## config.mk

```make
export PLATFORM = sky130hd
export DESIGN_NAME = nanosoc_pad_mux
export DESIGN_NICKNAME = d
export VERILOG_FILES = /design/src/rtl/nanosoc_padmux_pkg.sv /design/src/rtl/nanosoc_padmux_pin.sv /design/src/rtl/nanosoc_pad_mux.sv
export SDC_FILE = /design/constraint.sdc
export NUM_CORES = 1
export LEC_CHECK = 0
export ABC_AREA = 1
export BUFFER_PORTS_ARGS = -buffer_cell sky130_fd_sc_hd__buf_2
export CAP_MARGIN = 20
export CORE_MARGIN = 10
export CORE_UTILIZATION = 50
export DETAILED_ROUTE_END_ITERATION = 10
export PLACE_DENSITY = 0.73
export SLEW_MARGIN = 20
export SYNTH_ARGS = -nofsm -noshare
export SYNTH_HDL_FRONTEND = slang
export SYNTH_HIERARCHICAL = 1
export SYNTH_SLANG_ARGS = --single-unit
export TNS_END_PERCENT = 10
```

## constraint.sdc

```tcl
create_clock -name clk_i -period 2.9 [get_ports clk_i]
set_input_delay 0.29 -clock clk_i [delete_from_list [all_inputs] [get_ports clk_i]]
set_output_delay 0.29 -clock clk_i [all_outputs]
set_load 0.01 [all_outputs]
```

## src/rtl/nanosoc_padmux_pkg.sv

```systemverilog
// Shared types and constants for the nanosoc pad-function multiplexer.
// Function IDs, per-pad FSM state encoding, gap counter width, width helper.
package nanosoc_padmux_pkg;

  typedef enum logic [1:0] {
    FUNC_GPIO   = 2'd0,
    FUNC_FT1248 = 2'd1,
    FUNC_UART   = 2'd2,
    FUNC_ALT3   = 2'd3
  } func_id_e;

  typedef enum logic {
    STEADY = 1'b0,
    GAP    = 1'b1
  } pad_state_e;

  localparam int CNT_W = 4;

  function automatic int min1_clog2(input int n);
    return (n > 1) ? $clog2(n) : 1;
  endfunction

endpackage

```

## src/rtl/nanosoc_padmux_pin.sv

```systemverilog
// One pad: STEADY/GAP break-before-make FSM, registered output mux, input sync.
// Ports: we_i/sel_i (decoded write), func_o_i/func_oe_i (per-function), pad_*.
module nanosoc_padmux_pin
  import nanosoc_padmux_pkg::*;
#(
  parameter int NUM_FUNCS  = 4,
  parameter int GAP_CYCLES = 2,
  parameter int SEL_W      = 2
) (
  input  logic                 clk_i,
  input  logic                 rst_i,
  input  logic                 test_mode_i,
  input  logic                 we_i,
  input  logic [SEL_W-1:0]     sel_i,
  input  logic [NUM_FUNCS-1:0] func_o_i,
  input  logic [NUM_FUNCS-1:0] func_oe_i,
  input  logic                 pad_i,
  output logic                 busy_o,
  output logic [SEL_W-1:0]     cur_sel_o,
  output logic                 func_in_o,
  output logic                 pad_o,
  output logic                 pad_e
);

  localparam logic [CNT_W-1:0] GAP_LD = CNT_W'(GAP_CYCLES);
  localparam logic [CNT_W-1:0] ONE    = CNT_W'(1);

  pad_state_e       state_q, state_d;
  logic [CNT_W-1:0] cnt_q, cnt_d;
  logic [SEL_W-1:0] pend_q, pend_d;
  logic [SEL_W-1:0] cur_q, cur_d;
  logic             po_q, po_d;
  logic             pe_q, pe_d;
  logic [1:0]       sync_q;

  always_comb begin
    state_d = state_q;
    cnt_d   = cnt_q;
    pend_d  = pend_q;
    cur_d   = cur_q;
    unique case (state_q)
      STEADY: begin
        if (we_i && sel_i != cur_q) begin
          pend_d  = sel_i;
          cnt_d   = GAP_LD;
          state_d = GAP;
        end
      end
      GAP: begin
        if (we_i && sel_i != pend_q && sel_i == cur_q) begin
          // cancel: finish through one more gap cycle back to cur
          pend_d = cur_q;
          cnt_d  = ONE;
        end else if (we_i && sel_i != pend_q) begin
          pend_d = sel_i;
          cnt_d  = GAP_LD;
        end else if (cnt_q == ONE) begin
          cur_d   = pend_q;
          state_d = STEADY;
        end else begin
          cnt_d = cnt_q - ONE;
        end
      end
      default: state_d = STEADY;
    endcase
  end

  // next-state view so the driver drops in the cycle right after the write
  always_comb begin
    po_d = 1'b0;
    pe_d = 1'b0;
    if (test_mode_i) begin
      po_d = func_o_i[FUNC_GPIO];
      pe_d = func_oe_i[FUNC_GPIO];
    end else if (state_d == STEADY) begin
      po_d = func_o_i[cur_d];
      pe_d = func_oe_i[cur_d];
    end
  end

  always_ff @(posedge clk_i) begin
    if (rst_i) begin
      state_q <= STEADY;
      cnt_q   <= '0;
      pend_q  <= '0;
      cur_q   <= '0;
      po_q    <= 1'b0;
      pe_q    <= 1'b0;
      sync_q  <= '0;
    end else begin
      state_q <= state_d;
      cnt_q   <= cnt_d;
      pend_q  <= pend_d;
      cur_q   <= cur_d;
      po_q    <= po_d;
      pe_q    <= pe_d;
      sync_q  <= {sync_q[0], pad_i};
    end
  end

  assign busy_o    = (state_q == GAP);
  assign cur_sel_o = cur_q;
  assign func_in_o = sync_q[1];
  assign pad_o     = po_q;
  assign pad_e     = pe_q;

endmodule

```

## src/rtl/nanosoc_pad_mux.sv

```systemverilog
// Pad-function mux top: write decode, reject pulse, optional lock, bus flattening.
// Optional macro NANOSOC_PADMUX_LOCK_EN adds cfg_lock_i / cfg_locked_o.
module nanosoc_pad_mux
  import nanosoc_padmux_pkg::*;
#(
  parameter  int NUM_PINS   = 16,
  parameter  int NUM_FUNCS  = 4,
  parameter  int GAP_CYCLES = 2,
  localparam int SEL_W      = min1_clog2(NUM_FUNCS),
  localparam int PIN_W      = min1_clog2(NUM_PINS)
) (
  input  logic                          clk_i,
  input  logic                          rst_i,
  input  logic                          test_mode_i,
  input  logic                          cfg_we_i,
  input  logic [PIN_W-1:0]              cfg_pin_i,
  input  logic [SEL_W-1:0]              cfg_sel_i,
`ifdef NANOSOC_PADMUX_LOCK_EN
  input  logic                          cfg_lock_i,
  output logic                          cfg_locked_o,
`endif
  output logic                          cfg_err_o,
  output logic [NUM_PINS-1:0]           cfg_busy_o,
  output logic [NUM_PINS*SEL_W-1:0]     cur_sel_o,
  input  logic [NUM_FUNCS*NUM_PINS-1:0] func_o_i,
  input  logic [NUM_FUNCS*NUM_PINS-1:0] func_oe_i,
  output logic [NUM_PINS-1:0]           func_in_o,
  input  logic [NUM_PINS-1:0]           pad_i,
  output logic [NUM_PINS-1:0]           pad_o,
  output logic [NUM_PINS-1:0]           pad_e,
  output logic [NUM_PINS-1:0]           pad_z
);

  logic locked;
  logic pin_ok, sel_ok, wr_ok;
  logic err_q, err_d;

`ifdef NANOSOC_PADMUX_LOCK_EN
  logic lock_q, lock_d;

  // lock raised this cycle only blocks writes from the next cycle on
  assign lock_d = lock_q | cfg_lock_i;

  always_ff @(posedge clk_i) begin
    if (rst_i) lock_q <= 1'b0;
    else       lock_q <= lock_d;
  end

  assign locked       = lock_q;
  assign cfg_locked_o = lock_q;
`else
  assign locked = 1'b0;
`endif

  assign pin_ok = int'(cfg_pin_i) < NUM_PINS;
  assign sel_ok = int'(cfg_sel_i) < NUM_FUNCS;
  assign wr_ok  = cfg_we_i && pin_ok && sel_ok && !locked;
  assign err_d  = cfg_we_i && !wr_ok;

  always_ff @(posedge clk_i) begin
    if (rst_i) err_q <= 1'b0;
    else       err_q <= err_d;
  end

  assign cfg_err_o = err_q;

  for (genvar p = 0; p < NUM_PINS; p++) begin : g_pin
    logic [NUM_FUNCS-1:0] fo;
    logic [NUM_FUNCS-1:0] foe;
    logic                 we;

    for (genvar f = 0; f < NUM_FUNCS; f++) begin : g_fn
      assign fo[f]  = func_o_i[f*NUM_PINS+p];
      assign foe[f] = func_oe_i[f*NUM_PINS+p];
    end

    assign we = wr_ok && (cfg_pin_i == PIN_W'(p));

    nanosoc_padmux_pin #(
      .NUM_FUNCS (NUM_FUNCS),
      .GAP_CYCLES(GAP_CYCLES),
      .SEL_W     (SEL_W)
    ) u_pin (
      .clk_i      (clk_i),
      .rst_i      (rst_i),
      .test_mode_i(test_mode_i),
      .we_i       (we),
      .sel_i      (cfg_sel_i),
      .func_o_i   (fo),
      .func_oe_i  (foe),
      .pad_i      (pad_i[p]),
      .busy_o     (cfg_busy_o[p]),
      .cur_sel_o  (cur_sel_o[p*SEL_W +: SEL_W]),
      .func_in_o  (func_in_o[p]),
      .pad_o      (pad_o[p]),
      .pad_e      (pad_e[p])
    );
  end

  assign pad_z = ~pad_e;

endmodule
```

# Yosys cells after proc, flatten, opt, wreduce, memory -nomap -nowiden
# Index checks and enable logic that the tools add are counted.
# op_classes
addsub	16
reduce_logical	97
div	0
magnitude_cmp	16
n_eq_ne	127
multipliers	0
n_bitwise	17
n_mux	416
shifts	0
# op_table
op	n
2-to-1 mux 4 bit	64
2-to-1 mux 2 bit	112
2-to-1 mux 1 bit	160
one-hot mux 4 bit (2 select lines)	16
equality test 4 x 1 -> 1 bit (second input constant)	17
binary-select mux 1 bit (select 2 bit)	32
logical AND 1 bit	64
!= test 2 bit	32
!= test 4 bit (second input constant)	16
one-hot mux 2 bit (2 select lines)	16
AND reduction 2 bit	32
subtractor 4 x 1 -> 4 bit (second input constant)	16
< comparator 2 x 3 -> 1 bit (second input constant)	16
!= test 3 bit (second input constant)	16
equality test 2 bit	16
equality test 4 bit (second input constant)	8
!= test 2 x 1 -> 1 bit (second input constant)	16
one-hot mux 1 bit (2 select lines)	16
equality test 4 x 3 -> 1 bit (second input constant)	4
NOT 1 bit	16
NOT 16 bit	1
equality test 4 x 2 -> 1 bit (second input constant)	2
logical NOT 4 bit	1
# word_totals
romBits	0
mem_bits_rw	0
regBits	208
latch_bits	0
n_memories	0
out_inout_bits	113
in_bits	154
wordCells	801

# Longest topological paths before layout
# logic_depth
depth_word	10
ltp_mapped	13
mapped_depth_nobuf	13

# By module
# Netlist, hierarchy kept.
# modules_own_cells
mod	seq_area_each_um2	instances	cells_each	area_each_um2
nanosoc_padmux_pin (g_pin[0].u_pin ...)	260.2	8	124	854.6
nanosoc_padmux_pin (g_pin[11].u_pin ...)	260.2	8	119	827.0
nanosoc_pad_mux	0.0	1	50	209.0

# Least setup slack after synthesis
# OpenSTA, ideal clock, no wires.
# synth_path
path_kind	input -> register
startpoint	input cfg_pin_i[0]
endpoint	register g_pin[8].u_pin.pe_q
n_path_buf	0
cell_stages	12
setup_ps	132
path_slack_ps	1457
t_arrival_ps	1311
required_time_ps	2768
path_cell_list	inv_1 -> nand3_1 -> nor2_1 -> nand2_4 -> nand2_4 -> nand2_4 -> nand2_4 -> nand2_1 -> nand3_1 -> nand2_1 -> nand2_1 -> a21oi_2
# synth_between
elab_chain_cells	10
word_cells_on_any_way	16
classes_between	eq/ne: 1; mux: 11; reduce/logical: 4
# synth_rtl
item	line	rtl
start, declared	nanosoc_pad_mux.sv:16	input logic [PIN_W-1:0] cfg_pin_i,
equality test 4 bit *	nanosoc_pad_mux.sv:77	assign we = wr_ok && (cfg_pin_i == PIN_W'(p));
logical AND 1 bit *	nanosoc_pad_mux.sv:77	
via g_pin[8].we	nanosoc_pad_mux.sv:70	logic we;
logical AND 1 bit	nanosoc_padmux_pin.sv:50, nanosoc_padmux_pin.sv:54	
2-to-1 mux 2 bit or logical AND 1 bit (tied branches)	nanosoc_padmux_pin.sv:54, nanosoc_padmux_pin.sv:50	
2-to-1 mux 2 bit	nanosoc_padmux_pin.sv:50	if (we_i && sel_i != pend_q && sel_i == cur_q) begin
2-to-1 mux 2 bit	nanosoc_padmux_pin.sv:41	unique case (state_q)
binary-select mux 1 bit (select 2 bit)	nanosoc_padmux_pin.sv:77	pe_d = func_oe_i[cur_d];
2-to-1 mux 1 bit (implied by the code)	nanosoc_padmux_pin.sv:77	
2-to-1 mux 1 bit *	nanosoc_padmux_pin.sv:75	end else if (state_d == STEADY) begin
2-to-1 mux 1 bit *	nanosoc_padmux_pin.sv:72	if (test_mode_i) begin
end signal, assigned	nanosoc_padmux_pin.sv:96	pe_q <= pe_d;
end, declared	nanosoc_padmux_pin.sv:33	logic pe_q, pe_d;
# The timed path passes the listed nets; every way through them passes the cells marked *. The select of a mux whose other input is x is not followed.
# A chain may end at the register's enable or synchronous reset.

# Final worst setup path
# layout_path
startpoint	register g_pin[14].u_pin.state_q
endpoint	output cfg_busy_o[14]
# layout_lines
item	line	rtl
start, declared	nanosoc_padmux_pin.sv:28	pad_state_e state_q, state_d;
start signal, assigned	nanosoc_padmux_pin.sv:91	state_q <= state_d;
end, declared	nanosoc_pad_mux.sv:23	output logic [NUM_PINS-1:0] cfg_busy_o,
# No word-level cell between the ends.

==> metrics.txt <==
# TYPE chip_impl_metric gauge
chip_impl_metric{name="hold_violations",unit=""} 0
chip_impl_metric{name="vdd_ir_drop_max",unit="mV"} 0.378
chip_impl_metric{name="worstHoldPathCells",unit=""} 3
chip_impl_metric{name="initial_antenna_violation_count",unit=""} 4
chip_impl_metric{name="synth_warnings",unit=""} 6
chip_impl_info{name="critical_path.top_delay_family",value="flip-flops"} 1
chip_impl_metric{name="postSynth.asyncResetShare",unit="%"} 0
chip_impl_metric{name="clock_sink_count",unit=""} 208
chip_impl_metric{name="largest_fanout_on_the_critical_path",unit=""} 10
chip_impl_metric{name="final.fill_count",unit=""} 2484
chip_impl_metric{name="post-place-cells",unit=""} 2575
chip_impl_metric{name="highest_achievable_clock_rate",unit="GHz"} 0.555
chip_impl_metric{name="vias",unit=""} 13000
chip_impl_metric{name="final_cell_count_no_fill",unit=""} 2639
chip_impl_metric{name="dr.first_iter.drc_count",unit=""} 752
chip_impl_metric{name="core_ar",unit="um2"} 27000
chip_impl_info{name="cts.root.buffer_cell",value="sky130_fd_sc_hd__clkbuf_16"} 1
chip_impl_info{name="grt_setup_unrepaired",value="no"} 1
chip_impl_metric{name="final.period_utilization",unit="%"} 62.1
chip_impl_metric{name="timing.reg2reg.worst_path_depth",unit=""} 6
chip_impl_metric{name="clock_input_transition_at_the_sequential_cells_of_the_worst_setup_and_hold_paths",unit="ns"} 0.06
chip_impl_metric{name="maxSlewHeadroom",unit="%"} 54.4
chip_impl_metric{name="global_route_wire_length_before_repair",unit="mm"} 57.3
chip_impl_metric{name="worst-path-buf-inv",unit=""} 1
chip_impl_metric{name="synth_top_cell_area_share",unit="%"} 30.5
chip_impl_metric{name="share_of_power_burned_in_the_clock_network",unit="%"} 43.6
chip_impl_info{name="synth_top_area_cell",value="sky130_fd_sc_hd__dfxtp_1"} 1
chip_impl_metric{name="worst_clock_skew",unit="ns"} 0.0147
chip_impl_metric{name="drt-vias-per-instance",unit=""} 4.93
chip_impl_metric{name="final_antenna_net_count",unit=""} 0
chip_impl_metric{name="switching_share",unit="%"} 26.5
chip_impl_metric{name="die_width",unit="um"} 185
chip_impl_metric{name="netlist-cell-type-count",unit=""} 30
chip_impl_metric{name="layout.nets",unit=""} 2464
chip_impl_metric{name="cts-buffers-inserted",unit=""} 25
chip_impl_info{name="netlist_top_cells_area",value="sky130_fd_sc_hd__dfxtp_1 (30%), sky130_fd_sc_hd__nand2_1 (14%), sky130_fd_sc_hd__inv_1 (9.6%), sky130_fd_sc_hd__nand2_4 (7.3%), sky130_fd_sc_hd__nand3_1 (6.6%)"} 1
chip_impl_metric{name="portBuffers",unit=""} 265
chip_impl_metric{name="finalWirelength",unit="mm"} 34.5
chip_impl_metric{name="die_height",unit="um"} 185
chip_impl_info{name="hold_path_class",value="in2reg"} 1
chip_impl_metric{name="timing.critical_path.depth",unit=""} 1
chip_impl_metric{name="drt_pre_antenna_iters",unit=""} 5
chip_impl_metric{name="overflow",unit=""} 0
chip_impl_metric{name="grt_max_degree",unit=""} 65
chip_impl_metric{name="worstPathArrival",unit="ns"} 1.51
chip_impl_info{name="commonest_non_fill_non_tap_cells_in_the_layout",value="sky130_fd_sc_hd__nand2_1 (494), sky130_fd_sc_hd__inv_1 (348), sky130_fd_sc_hd__buf_2 (264), sky130_fd_sc_hd__dfxtp_1 (208), sky130_fd_sc_hd__nand3_1 (180)"} 1
chip_impl_metric{name="final.min_clock_period",unit="ns"} 1.80
chip_impl_info{name="synth_top_flop_cell",value="sky130_fd_sc_hd__dfxtp_1"} 1
chip_impl_metric{name="clock_tree.htree_level_count",unit=""} 1
chip_impl_info{name="final_common_cell",value="sky130_fd_sc_hd__nand2_1"} 1
chip_impl_info{name="run_status",value="completed"} 1
chip_impl_metric{name="routed_length_per_instance",unit="um"} 13.1
chip_impl_metric{name="total_leakage_power",unit="uW"} 0.00814
chip_impl_metric{name="synth.cell_area",unit="um2"} 13700
chip_impl_metric{name="postSynthAreaPerCell",unit="um2"} 6.85
chip_impl_metric{name="placed_area",unit="um2"} 15300
chip_impl_metric{name="p_int",unit="uW"} 5240
chip_impl_metric{name="postSynthRegisterBits",unit=""} 208
chip_impl_metric{name="maxCapViolCount",unit=""} 0
chip_impl_info{name="worstSetupEndpointType",value="output pin"} 1
chip_impl_info{name="crit_chain",value="buf_2"} 1
chip_impl_metric{name="floorplan.rows",unit=""} 60
chip_impl_metric{name="postSynthCellCount",unit=""} 1994
chip_impl_info{name="critPathLaunchType",value="flip-flop"} 1
chip_impl_metric{name="design_area",unit="um2"} 16300
chip_impl_metric{name="all_layer_global_routing_usage",unit="%"} 19.5
chip_impl_metric{name="critPathMaxStageDelay",unit="ns"} 0.73
chip_impl_metric{name="post_cts_resized",unit=""} 0
chip_impl_info{name="crit_slowest_cell",value="sky130_fd_sc_hd__dfxtp_1"} 1
chip_impl_metric{name="combinationalPowerShare",unit="%"} 13.9
chip_impl_metric{name="share_seq_of_total_power",unit="%"} 42.5
chip_impl_metric{name="pwr_density_cell",unit="nW/um2"} 437
chip_impl_metric{name="syn-num-nets",unit=""} 2180
chip_impl_metric{name="finalWeightedCongestion",unit=""} 0.891
chip_impl_info{name="path_class",value="reg2out"} 1
chip_impl_metric{name="r2r_setup_slack",unit="ns"} 1.19
chip_impl_metric{name="ctsLongestPathBuffers",unit=""} 3
chip_impl_metric{name="clock_insertion_delay_worst_skew",unit="ns"} 0.53
chip_impl_metric{name="worst_ep_required_time",unit="ns"} 2.61
chip_impl_metric{name="synth_enable_flop_cells",unit=""} 0
chip_impl_metric{name="drc",unit=""} 0
chip_impl_metric{name="report.final.slew_viol_count",unit=""} 0
chip_impl_metric{name="drive_above_1_share",unit="%"} 26.9
chip_impl_metric{name="first_global_vias",unit=""} 12500
chip_impl_info{name="tritoncts",value="yes"} 1
chip_impl_metric{name="synth_seq_area_share",unit="%"} 30.5
chip_impl_metric{name="design.die.area",unit="um2"} 34300
chip_impl_metric{name="fin_setup_tns",unit="ns"} 0
chip_impl_metric{name="boundaryPins",unit=""} 267
chip_impl_metric{name="dpl.hpwl",unit="mm"} 26.2
chip_impl_metric{name="timing_worst_slew_pin_value",unit="ns"} 0.684
chip_impl_metric{name="start_util",unit="%"} 50.7
chip_impl_metric{name="setup_viol",unit=""} 0
chip_impl_metric{name="flow.area_growth_from_synthesis",unit="%"} 19.2
chip_impl_metric{name="netSwitchingPower",unit="uW"} 1890
## metrics by stage
stage / utilization [%] / worst slack, ns / total power, uW / hold slack [ns]
floorplan: - / 1.46 / 3710 / 0.388
global placement: 56.8 / 1.01 / 4040 / 0.390
detailed placement: 56.8 / 0.946 / 4060 / 0.394
CTS: 60.4 / 1.06 / 7210 / 0.00337
global route: 60.4 / 1.02 / 7470 / 0.0173
finish: 60.4 / 1.10 / 7130 / 0.0241
## power by group through the flow
stage               combinational [uW]  clock, uW  sequential [uW]
floorplan                          614          0             3090
global placement                   954          0             3090
detailed placement                 970          0             3090
CTS                                993       3190             3030
global route                      1120       3310             3040
finish                             987       3110             3030
## timing repair
item,CTS,global route
hold buffers,17,0
buffers inserted,0,0
endpoints found under the setup margin,0,0
endpoints found under the hold margin,17,0
## synth_stat cells, types with 16 or more instances
library cell	number
sky130_fd_sc_hd__a21oi_1	80
sky130_fd_sc_hd__a21oi_2	32
sky130_fd_sc_hd__buf_6	16
sky130_fd_sc_hd__clkbuf_1	16
sky130_fd_sc_hd__dfxtp_1	208
sky130_fd_sc_hd__ha_1	32
sky130_fd_sc_hd__inv_1	348
sky130_fd_sc_hd__inv_2	32
sky130_fd_sc_hd__inv_4	16
sky130_fd_sc_hd__nand2_1	494
sky130_fd_sc_hd__nand2_2	56
sky130_fd_sc_hd__nand2_4	88
sky130_fd_sc_hd__nand3_1	180
sky130_fd_sc_hd__nand3_4	24
sky130_fd_sc_hd__nand4_1	64
sky130_fd_sc_hd__nor2_1	128
sky130_fd_sc_hd__nor2_2	24
sky130_fd_sc_hd__nor3_1	16
sky130_fd_sc_hd__o21ai_0	48
sky130_fd_sc_hd__o21ai_1	24
## per-layer routing
layer  GRT usage (%)  share of wire [%]  routed length, um
met1            24.4                 44              15300
met2            33.3                 47              16400
met3            4.08                6.8               2340
met4            4.91                1.7                581
met5               0              0.052                 18
## state kept, by name (all words and copies together) (netlist names)
name and flops:
g_pin.u_pin/busy_o 16, g_pin.u_pin/cnt_q 64, g_pin.u_pin/cur_sel_o 32, g_pin.u_pin/pad_e 16, g_pin.u_pin/pad_o 16, g_pin.u_pin/pend_q 32, g_pin.u_pin/sync_q 32
## worst paths after layout
kind                              end                     start
max                    cfg_busy_o[14]    g_pin[14].u_pin/busy_o
min             g_pin[13].u_pin/pad_e             func_oe_i[13]
max reg2reg     g_pin[14].u_pin/pad_o    g_pin[14].u_pin/busy_o
min reg2reg  g_pin[5].u_pin/sync_q[1]  g_pin[5].u_pin/sync_q[0]
## layout make-up
| type | count | area, um2 | share of cell area, % |
|---|---|---|---|
| inverter | 404 | 1560 | 9.56 |
| multi-input combinational | 1349 | 7690 | 47.2 |
| clock buffer | 36 | 717 | 4.40 |
| antenna | 2 | 5.00 | 0.0307 |
| timing repair buffer | 290 | 1630 | 9.98 |
| tap | 341 | 427 | 2.62 |
| clock inverter | 9 | 101 | 0.622 |
| sequential | 208 | 4160 | 25.6 |
## logic make-up after synthesis
group	share of synthesized area [%]
xor gates and xnor gates	0.513
other	0.0274
and+or+nand+nor	42.7
DFF	30.5
buffers and inverters	13.2
adders and majority gates	2.93
AOI/OAI and AO/OA	10.2
(Power assumes the default switching activity.)
